[config.mk]
export PLATFORM = sky130hd
export DESIGN_NAME = dmem_dump_master
export DESIGN_NICKNAME = d
export VERILOG_FILES = /design/src/rtl/risc16ba_pkg.sv /design/src/rtl/dmem_dump_master.sv
export SDC_FILE = /design/constraint.sdc
export NUM_CORES = 1
export LEC_CHECK = 0
export CAP_MARGIN = 15
export CORE_MARGIN = 5
export CORE_UTILIZATION = 40
export DETAILED_ROUTE_END_ITERATION = 12
export PLACE_DENSITY_LB_ADDON = 0.2
export REMOVE_ABC_BUFFERS = 1
export SKIP_LAST_GASP = 1
export SLEW_MARGIN = 20
export SYNTH_ARGS = -nofsm -noshare
export SYNTH_HDL_FRONTEND = slang
export SYNTH_SLANG_ARGS = --single-unit
[constraint.sdc]
create_clock -name clk -period 1.8 [get_ports clk]
set_input_delay 0.36 -clock clk [delete_from_list [all_inputs] [get_ports clk]]
set_output_delay 0.36 -clock clk [all_outputs]
set_load 0.03 [all_outputs]
[src/rtl/risc16ba_pkg.sv]
// Shared risc16ba definitions: dump master state encoding and data-bus address map.
package risc16ba_pkg;

  typedef enum logic [2:0] {
    ST_IDLE,
    ST_REQ,
    ST_READ,
    ST_SEND_HI,
    ST_SEND_LO,
    ST_DONE
  } dump_state_t;

  localparam logic [15:0] LED0_ADDR  = 16'h0200;
  localparam logic [15:0] LED2_ADDR  = 16'h0202;
  localparam logic [15:0] IMAGE_BASE = 16'hc000;
  localparam logic [15:0] IMAGE_LAST = 16'hffff;

  // Integration defaults for a wrapper that ties start_addr/end_addr off.
  localparam logic [15:0] DEFAULT_START = IMAGE_BASE;
  localparam logic [15:0] DEFAULT_END   = IMAGE_LAST;

endpackage

[src/rtl/dmem_dump_master.sv]
// Data-bus initiator: reads a word range of data memory and streams it as big-endian bytes.
// 4 cycles per word when grant/ready are high; grant and stream stalls add one cycle each.
module dmem_dump_master
  import risc16ba_pkg::*;
(
  input  logic        clk,
  input  logic        rst,
  input  logic        start,
  input  logic [15:0] start_addr,
  input  logic [15:0] end_addr,
  output logic        busy,
  output logic        done,
  output logic        bus_req,
  input  logic        bus_gnt,
  output logic [15:0] daddr,
  input  logic [15:0] ddin,
  output logic        doe,
  output logic        dwe0,
  output logic        dwe1,
  output logic [15:0] ddout,
  output logic [7:0]  tx_data,
  output logic        tx_valid,
  input  logic        tx_ready
);

  dump_state_t state, state_nxt;
  logic [15:0] addr;
  logic [15:0] last;
  logic [15:0] word;
  logic        at_last;

  assign at_last = (addr == last);

  always_ff @(posedge clk or posedge rst) begin
    if (rst) begin
      state <= ST_IDLE;
    end else begin
      state <= state_nxt;
    end
  end

  always_ff @(posedge clk or posedge rst) begin
    if (rst) begin
      addr <= 16'h0000;
      last <= 16'h0000;
      word <= 16'h0000;
    end else begin
      case (state)
        ST_IDLE: begin
          if (start) begin
            addr <= start_addr & 16'hfffe;
            last <= end_addr & 16'hfffe;
          end
        end
        ST_READ: word <= ddin;
        ST_SEND_LO: begin
          // Modular increment lets a range with last < start wrap through 0x0000.
          if (tx_ready && !at_last) begin
            addr <= addr + 16'd2;
          end
        end
        default: ;
      endcase
    end
  end

  // All outputs decode from registered state only; the bus is dropped while streaming.
  always_comb begin
    state_nxt = state;
    busy      = 1'b1;
    done      = 1'b0;
    bus_req   = 1'b0;
    doe       = 1'b0;
    daddr     = 16'h0000;
    tx_valid  = 1'b0;
    tx_data   = 8'h00;
    case (state)
      ST_IDLE: begin
        busy = 1'b0;
        if (start) state_nxt = ST_REQ;
      end
      ST_REQ: begin
        bus_req = 1'b1;
        if (bus_gnt) state_nxt = ST_READ;
      end
      ST_READ: begin
        bus_req   = 1'b1;
        doe       = 1'b1;
        daddr     = addr;
        state_nxt = ST_SEND_HI;
      end
      ST_SEND_HI: begin
        tx_valid = 1'b1;
        tx_data  = word[15:8];
        if (tx_ready) state_nxt = ST_SEND_LO;
      end
      ST_SEND_LO: begin
        tx_valid = 1'b1;
        tx_data  = word[7:0];
        if (tx_ready) state_nxt = at_last ? ST_DONE : ST_REQ;
      end
      ST_DONE: begin
        done      = 1'b1;
        state_nxt = ST_IDLE;
      end
      default: state_nxt = ST_IDLE;
    endcase
  end

  assign dwe0  = 1'b0;
  assign dwe1  = 1'b0;
  assign ddout = 16'h0000;

endmodule
==> metrics.txt <==
Combinational Power Share=0.650; largest net degree at the start of global routing=50; CTS tree=done; Crit Path Category=register to output port; Pwr Density=1746 nW/µm²; VDD IR-drop max=roughly 0.56 mV; Hold-fix buffers, CTS=0; Pre-antenna DRT Iters=4; RSZ-0062 raised after global routing=true; detailed placer's ending HPWL=between 5 and 6 mm; Util after Layout=0.6238; Cell Int Power=4.647 mW; DIE AREA=9155 µm²; skew final=0.01468 ns; Max stage delay on crit path=0.43 ns; Core ar.=a little over 7000 µm²; CTS root buf=clkbuf_8; routed len/inst=16.41 µm; Clock Path Buffers=2; biggest area consumer among synthesized cells=dfrtp_1; critical path endpoint category=output port; Pins Over Slew Limit=0; Vias=2629; Setup violations, final=60; most used cell, CP=buf_6; final hold violation count=0; YS warnings=0; Yosys top cell area share=0.4176; top cells by area, synth=dfrtp_1, mux2_2, buf_4; Routed Antenna Nets=0; min-delay worst type=primary input to asynchronous set/reset pin; power share of the clock group=0.085; GRT Util Overall=0.1859; post-place setup slack=-0.1202 ns; CP Buf/Inv Count=4; drt drc=0; routability congestion estimate=0.9039; number of cell rows=31; CTS buffer count=5; routed vias/inst=5.066; GRT overflow=0; sequential fraction of the synthesis area=0.4176; final wirelength=8.519 mm; first-pass GRT wire length=13.07 mm; critical path data arrival time=1.62 ns; die height=95.68 µm; PortBufs=between 70 and 80; status=finished, violations left; Area after DPL=just under 4000 µm²; Primary FF master, synth=dfrtp_1; Design Area, Final=approximately 4500 µm²; Distinct cells, synth=36; Area Growth Syn to Fin=53.26%; number of global-route vias before repair=2631; ratio of cells with drive above 1 in the final layout=0.4024; I/O pin count=100; CP required=1.44 ns; Stages on worst setup path=6; Sw Pwr=3.211 mW; Post-Place Cells=just under 500; Initial Utilization=0.4070; Final Cycle Share=1.098; failing checks=setup timing; Finished Layout Cells=between 500 and 600; overall power=roughly 7.9 mW; Max Fclk=0.5061 GHz; CP max FO=6; syn avg cell area=9.821 µm²; clk slew on worst S/H paths=0.10 ns; Sink Count=49; Async S/R FF share, synth=1.000; H-tree depth=2; CP max stage cell=dfrtp_1; Max-Cap Viols=0; Yosys reg bits=between 40 and 50; EDFF count, synth=0; CP Launch Type=register; antenna violations before repair=0; Worst path top cell family by delay=buffers and inverters; Initial DRC Count=174; FF-to-FF setup slack=-0.14 ns; cell count after synthesis=around 300; R2R cell count=6; die width=roughly 96 µm; fin nets=approximately 470; ant diodes=0; Switching Fraction=0.4086; worst skew pair latency=0.31 ns; synthesized area=between 2000 and 3000 µm²; post-layout minimum cycle time=1.976 ns; Flop pwr share=0.265; Leakage=1.927 nW; worst-path cell chain=buf_6 -> nor3b_4 -> buf_6 -> buf_6 -> and2_4 -> buf_6; final worst slack=-0.1759 ns
==> layer usage <==
metal	up-vias	wire [µm]	global-route usage
met2	90	4197	0.3057
met5	-	0	0
li1	1263	-	-
met3	6	501	0.02762
met4	0	116	0.05450
met1	1270	3702	0.2531
==> power groups by stage <==
stage          clock (mW)  combinational [mW]  sequential (mW)
2_1_floorplan           0                2.41             2.18
3_3_place_gp            0                4.03             2.07
3_5_place_dp            0                4.10             2.09
4_1_cts             0.698                4.71             2.07
5_1_grt             0.725                5.44             2.15
6_report            0.671                5.11             2.08
==> through the flow <==
| step | setup TNS, ns | hold slack, ns |
|---|---|---|
| after floorplan | -99.88 | 0.4812 |
| after global placement | -0.3573 | 0.4907 |
| after detailed placement | -1.037 | 0.4978 |
| after CTS | -5.754 | 0.4164 |
| after global routing | -9.929 | 0.4590 |
| final | -6.688 | 0.4134 |
==> cells in the mapped netlist, types with 2 or more instances <==
| cell | instances |
|---|---|
| mux2i_1 | 3 |
| and3b_1 | 3 |
| buf_1 | 2 |
| nand3_1 | 8 |
| o22ai_1 | 6 |
| o21ai_0 | 9 |
| mux2_2 | 34 |
| or3_1 | 2 |
| nand2_1 | 14 |
| nand4_1 | 14 |
| a21oi_1 | 31 |
| buf_4 | 21 |
| a22o_1 | 8 |
| dfrtp_1 | 49 |
| and3_1 | 3 |
| nor2_1 | 9 |
| a21oi_2 | 10 |
| and2_1 | 16 |
| buf_2 | 5 |
| and4_1 | 3 |
| clkbuf_1 | 16 |
| xnor2_1 | 16 |
| inv_1 | 4 |
==> cells in the final DEF (no fill, tap or decap), types with 6 or more instances in the layout <==
master / instances
buf_6: 34
xnor2_1: 16
o21ai_0: 7
conb_1: 19
mux2_2: 33
nor2_1: 7
clkdlybuf4s50_1: 50
and2_4: 15
clkbuf_8: 6
o22ai_1: 6
a21oi_2: 9
a22o_1: 8
nand4_1: 14
nand2_1: 14
a21oi_1: 28
dfrtp_1: 49
buf_4: 49
nand3_1: 8
==> state kept, by name, summed over array words and instances, names as in the netlist <==
name	flops
last	15
state	3
addr	15
word	16
==> timing repair <==
| item | 4_1_cts | 5_1_grt |
|---|---|---|
| pin swaps | 18 | 6 |
| resized for setup | 61 | 19 |
| setup endpoints to repair | 55 | 58 |
| buffers inserted | 9 | 14 |
| cloned | 2 | 1 |
==> final timing paths <==
kind                                      startpoint                   end
worst min register to register  word[15]$_DFFE_PP0P_  word[15]$_DFFE_PP0P_
worst max register to register  last[14]$_DFFE_PP0P_   addr[8]$_DFFE_PP0P_
min in group clk                word[15]$_DFFE_PP0P_  word[15]$_DFFE_PP0P_
worst min-delay path                             rst   word[4]$_DFFE_PP0P_
max in group asynchronous                        rst   last[2]$_DFFE_PP0P_
worst max-delay path            state[0]$_DFFE_PP0P_             daddr[10]
==> logic make-up (layout without fill, tap and decap cells) <==
kind of cell	after synthesis	count (layout)	synth area share
xor+xnor	16	16	0.04772
simple gates	80	80	0.1551
flops	49	49	0.4176
buf+inv	49	152	0.09416
mux	37	37	0.1406
compound gates	66	66	0.1393
other cells	1	19	0.001277
fa+ha+maj	1	1	0.004260
==> worst min-delay path: stages <==
cell	delay [ns]
clkdlybuf4s50_1	0.41
inv_2	0.07
buf_12	0.26
==> layout make-up <==
cell class,count,area [µm²]
timing repair buffer,141,1419
multi-input combinational,219,1630
tap,99,123.9
sequential,49,1226
clock buffer,7,86.33
inverter,4,15.01
fill,601,2714
(Power assumes the default switching activity.)
==> RTL edit 1, RTL diff (same flow settings) <==
Re-encode `dump_state_t` (6 states) as Gray code, 3 bits wide.
--- a/src/rtl/risc16ba_pkg.sv
+++ b/src/rtl/risc16ba_pkg.sv
@@ -2,12 +2,12 @@
 package risc16ba_pkg;
 
   typedef enum logic [2:0] {
-    ST_IDLE,
-    ST_REQ,
-    ST_READ,
-    ST_SEND_HI,
-    ST_SEND_LO,
-    ST_DONE
+    ST_IDLE    = 3'b000,
+    ST_REQ     = 3'b001,
+    ST_READ    = 3'b011,
+    ST_SEND_HI = 3'b010,
+    ST_SEND_LO = 3'b110,
+    ST_DONE    = 3'b111
   } dump_state_t;
 
   localparam logic [15:0] LED0_ADDR  = 16'h0200;
Check against the original RTL: same outputs for any inputs over 10 cycles, from zero or initial values and one cycle with rst high; not proved beyond that.
==> RTL edit 1 against the original RTL <==
The flow still finishes with violations (negative setup slack); area after synthesis rose by 1.2%; worst setup slack improved by 0.085 ns; total power grew 8.6%; sequential share of layout area decreased by 1.1 points; wire length shrank 2.1%; critical path depth stayed put; final area rose by 4.3%; combinational power increased by 9.6%; core utilization increased by 2.4 points; sequential cell count did not move.
==> RTL edit 1: results (changes against the original RTL) <==
- Routability congestion estimate: 0.845 (was 0.904)
- Switching share of power: 40.4% (was 40.9%)
- Count of nets after finishing: 462 (was 474)
- Result of the run: complete, but fails checks (unchanged)
- Setup-failing EPs final: 36 (was 60)
- Instance count after placement with tap cells included: 486 (unchanged)
- Wire length of the first global-routing pass: 12,200 µm (was 13,100 µm)
- Number of unique standard cell types used by synthesis: 43 (was 36)
- Sequential share of the synthesized area: 41.3% (was 41.8%)
- Layout filler cell count: 555 (was 601)
- Top post-synthesis cells by count: sky130_fd_sc_hd__dfrtp_1, sky130_fd_sc_hd__mux2_2, sky130_fd_sc_hd__nor2_1, sky130_fd_sc_hd__xnor2_1, sky130_fd_sc_hd__buf_4 (was sky130_fd_sc_hd__dfrtp_1, sky130_fd_sc_hd__mux2_2, sky130_fd_sc_hd__a21oi_1)
- Syn avg cell area: 10.4 µm² (was 9.82 µm²)
- Number of standard cells in the final layout excluding fillers: 508 (was 519)
- Final routed wire length divided by cell count: 16.4 µm (about the same)
- Iteration-0 DRC count of the detailed router: 210 (was 174)
- Via count of the first global-routing pass: 2,521 (was 2,631)
- Synth top area cells: sky130_fd_sc_hd__dfrtp_1, sky130_fd_sc_hd__mux2_2, sky130_fd_sc_hd__xnor2_1 (was sky130_fd_sc_hd__dfrtp_1, sky130_fd_sc_hd__mux2_2, sky130_fd_sc_hd__buf_4)
- Arrival time at the worst endpoint: 2.09 ns (was 1.62 ns)
- Worst setup slack before clock tree synthesis: -0.474 ns (was -0.120 ns)
- Largest fanout of any net on the critical path: 8 (was 6)
- Worst supply voltage drop on vdd: 0.00110 V (was 0.000562 V)
- Via Count: 2,525 (was 2,629)
- Crit path setup slack, layout: -0.0905 ns (was -0.176 ns)
- Violations in the final reports: negative setup slack (unchanged)
- DP HPWL: 5610 µm (was 5750 µm)
- Layout cell share with drive strength beyond 1: 45.0% (was 40.2%)
-- RTL edit 1: cell count changes after synthesis, moves of 10 or more --
| cell | change |
|---|---|
| sky130_fd_sc_hd__clkbuf_1 | -11 |
| sky130_fd_sc_hd__and2_1 | -16 |
| sky130_fd_sc_hd__nor2_1 | +13 |
| sky130_fd_sc_hd__a21oi_2 | -10 |
| sky130_fd_sc_hd__and3_1 | +12 |
| sky130_fd_sc_hd__a21oi_1 | -28 |
-- RTL edit 1: area by class of cell --
cell class,instances,area [µm²],share of cell area (%)
repair buffers,136,1380,29.4
clock inverters,2,17.5,0.373
inverters,5,18.8,0.400
flip-flops and latches,49,1230,26.2
multi-input cells,211,1840,39.2
well taps,99,124,2.64
clock buffers,6,82.6,1.76
-- RTL edit 1: repair_timing --
action / in CTS / in global routing
gates resized for setup: 34 / 74
pin swaps: 4 / 29
cloned: 3 / 1
setup buffers: 9 / 2
hold buffers: 0 / 0
setup endpoints to repair: 38 / 56
-- RTL edit 1: worst paths after layout --
path                       startpoint  slack [ns]       end  depth (start not counted)
hold / removal                    rst        0.40  last[14]                          3
min in group clk                start        0.41  state[0]                          3
max in group asynchronous         rst        1.15   addr[2]                          3
setup / recovery              addr[8]       -0.09  addr[15]                          6
setup reg to reg              addr[8]       -0.09  addr[15]                          6
hold reg to reg              last[13]        0.53  last[13]                          1
-- RTL edit 1: cell families after synthesis --
group                    count (synthesis)  share of synthesized area [%]
AO/OA/AOI/OAI                           32                           7.16
XOR/XNOR                                26                           7.67
adder cells (fa/ha/maj)                  1                          0.421
buffers and inverters                   43                           9.10
flip-flops                              49                           41.3
multiplexers                            51                           19.7
other                                    1                          0.126
AND/OR/NAND/NOR                         82                           14.5
-- RTL edit 1: power by group through the flow --
stage | sequential (W) | combinational (W) | clock (W)
2_1_floorplan | 0.00220 | 0.00242 | 0
3_5_place_dp | 0.00211 | 0.00426 | 0
3_3_place_gp | 0.00209 | 0.00419 | 0
4_1_cts | 0.00211 | 0.00480 | 0.000734
5_1_grt | 0.00228 | 0.00594 | 0.000777
6_report | 0.00221 | 0.00560 | 0.000724
-- RTL edit 1: through the flow --
step	utilization (%)	area, µm²
4_1_cts	59.7	4330
5_1_grt	64.7	4700
6_report	64.7	4700
2_1_floorplan	-	2790
3_5_place_dp	55.3	4010
3_3_place_gp	55.3	4010
-- RTL edit 1: worst max-delay path, delay by kind of cell (launching register included) --
kind | cells | cell delay (ns)
simple gates | 3 | 0.67
mux | 1 | 0.33
flops | 1 | 0.43
xor+xnor | 1 | 0.21
buf+inv | 1 | 0.14
-- RTL edit 1: layer usage --
layer / up-vias / global-route usage [%] / share of wire, %
li1: 1197 / - / -
met1: 1239 / 22.6 / 42
met2: 77 / 28.1 / 51
met3: 12 / 3.60 / 5.7
met4: 0 / 5.09 / 1.6
met5: - / 0 / 0
==> RTL edit 2, RTL diff (same flow settings) <==
Made on the original files. Reset style: synchronous (`rst`), changed in 2 clocked blocks.
--- a/src/rtl/dmem_dump_master.sv
+++ b/src/rtl/dmem_dump_master.sv
@@ -31,7 +31,7 @@
 
   assign at_last = (addr == last);
 
-  always_ff @(posedge clk or posedge rst) begin
+  always_ff @(posedge clk) begin
     if (rst) begin
       state <= ST_IDLE;
     end else begin
@@ -39,7 +39,7 @@
     end
   end
 
-  always_ff @(posedge clk or posedge rst) begin
+  always_ff @(posedge clk) begin
     if (rst) begin
       addr <= 16'h0000;
       last <= 16'h0000;
Function: differs if rst is asserted again (counterexample within 4 cycles, from zero or initial values and one cycle with rst high); with rst held inactive, the same outputs for 10 cycles.
==> RTL edit 2 against the original RTL <==
The run still ends with negative setup slack left; final area decreased by 4.3%; area after synthesis is 5.9% lower; sequential cell count unchanged; wire length rose by 3.8%; worst setup slack improved by 0.13 ns; maximum frequency is 7.0% higher; count of clock-buffer cells in the layout decreased by 1; via count rose by 13%; first-iteration DRC count fell by 11%; worst hold slack gained 0.050 ns; core utilization increased by 1.4 points.
Power is not compared: it rests on default switching activity, and its combinational part moved more than twofold at a synthesized area within 25%.
==> RTL edit 2: results (changes against the original RTL) <==
- Result of the run: complete, but fails checks (unchanged)
- Violations in the final reports: negative setup slack (unchanged)
- Setup Skew: 0.00871 ns (was 0.0147 ns)
- Setup-failing EPs final: 13 (was 60)
- Iteration-0 DRC count of the detailed router: 155 (was 174)
- Routability congestion estimate: 0.837 (was 0.904)
- Number of gates resized after CTS: 34 (was 61)
- Maximum number of pins on one net before global-route repair: 34 (was 50)
- Via count of the first global-routing pass: 2,683 (was 2,631)
- Layout cell share with drive strength beyond 1: 28.2% (was 40.2%)
- Worst setup slack before clock tree synthesis: -0.250 ns (was -0.120 ns)
- Largest fanout of any net on the critical path: 8 (was 6)
- Reg2reg end: addr[13] (was addr[8])
- Layout filler cell count: 575 (was 601)
- Wire length of the first global-routing pass: 13,300 µm (was 13,100 µm)
- Syn avg cell area: 7.64 µm² (was 9.82 µm²)
- R2R Setup Slk: 0 ns (was -0.14 ns)
- Async set or reset register ratio after synthesis: 0% (was 100%)
- Main synth FF type: sky130_fd_sc_hd__dfxtp_1 (was sky130_fd_sc_hd__dfrtp_1)
- Delay of the slowest cell on the worst path: 0.35 ns (was 0.43 ns)
- Crit Reg-Reg Startpoint: addr[10] (was last[14])
- Slowest stage cell on the critical path: sky130_fd_sc_hd__dfxtp_2 (was sky130_fd_sc_hd__dfrtp_1)
- GRT Overall Usage: 19.0% (was 18.6%)
- Post-CTS repair timing setup buffer count: 13 (was 9)
- Number of standard cells in the final layout excluding fillers: 562 (was 519)
- Crit path setup slack, layout: -0.0460 ns (was -0.176 ns)
- DP HPWL: 5890 µm (was 5750 µm)
- Class of the tightest hold or removal check: flop to flop (was input pin to async pin)
- Average vias per placed instance: 5.26 (was 5.07)
- Non-Clock Buffer Area Fraction: 32.1% (was 31.5%)
- Arrival time at the worst endpoint: 1.49 ns (was 1.62 ns)
RTL edit 2: cells by family after synthesis:
| family | after synthesis | share of synthesized area, % |
|---|---|---|
| mux | 4 | 1.49 |
| simple gates | 147 | 25.3 |
| compound gates | 93 | 22.0 |
| buf+inv | 51 | 10.0 |
| flops | 49 | 35.5 |
| xor+xnor | 16 | 5.07 |
| other cells | 1 | 0.136 |
| fa+ha+maj | 1 | 0.453 |
RTL edit 2: metrics by stage:
step | TNS (ns) | utilization [%] | hold WS [ns]
after floorplan | -27.71 | - | 0.429
after global placement | -2.04 | 54.9 | 0.442
after detailed placement | -2.88 | 54.9 | 0.449
after CTS | -0.602 | 60.4 | 0.464
after global routing | -1.42 | 63.8 | 0.481
final | -0.325 | 63.8 | 0.464
RTL edit 2: how the worst max path moves through the flow:
stage	startpoint	to	slack (ns)	cells past startpoint
6_report	state[0]	daddr[12]	-0.05	6
5_1_grt	state[0]	daddr[14]	-0.09	5
4_1_cts	state[0]	daddr[13]	-0.06	6
3_5_place_dp	start	addr[9]	-0.25	5
3_3_place_gp	start	addr[8]	-0.20	5
2_1_floorplan	state[2]	addr[8]	-1.08	5
RTL edit 2: per-layer routing:
layer,vias up,share of wire (%),wire [µm],GRT usage [%]
li1,1462,-,-,-
met5,-,0,0,0
met2,120,49,4330,31.7
met4,0,1.1,95,3.30
met1,1368,43,3780,26.0
met3,8,7.2,634,3.54
RTL edit 2: worst max-delay path: cells and delay by family (launching register included):
| kind | cells | cell delay, ns |
|---|---|---|
| buf+inv | 4 | 0.50 |
| flops | 1 | 0.35 |
| simple gates | 2 | 0.33 |
RTL edit 2: report_power, final:
part           total (W)  internal (W)  switching, W
Sequential       0.00127       0.00118     0.0000894
Combinational    0.00101      0.000510      0.000499
Clock           0.000848      0.000453      0.000396
Total            0.00313       0.00214      0.000984
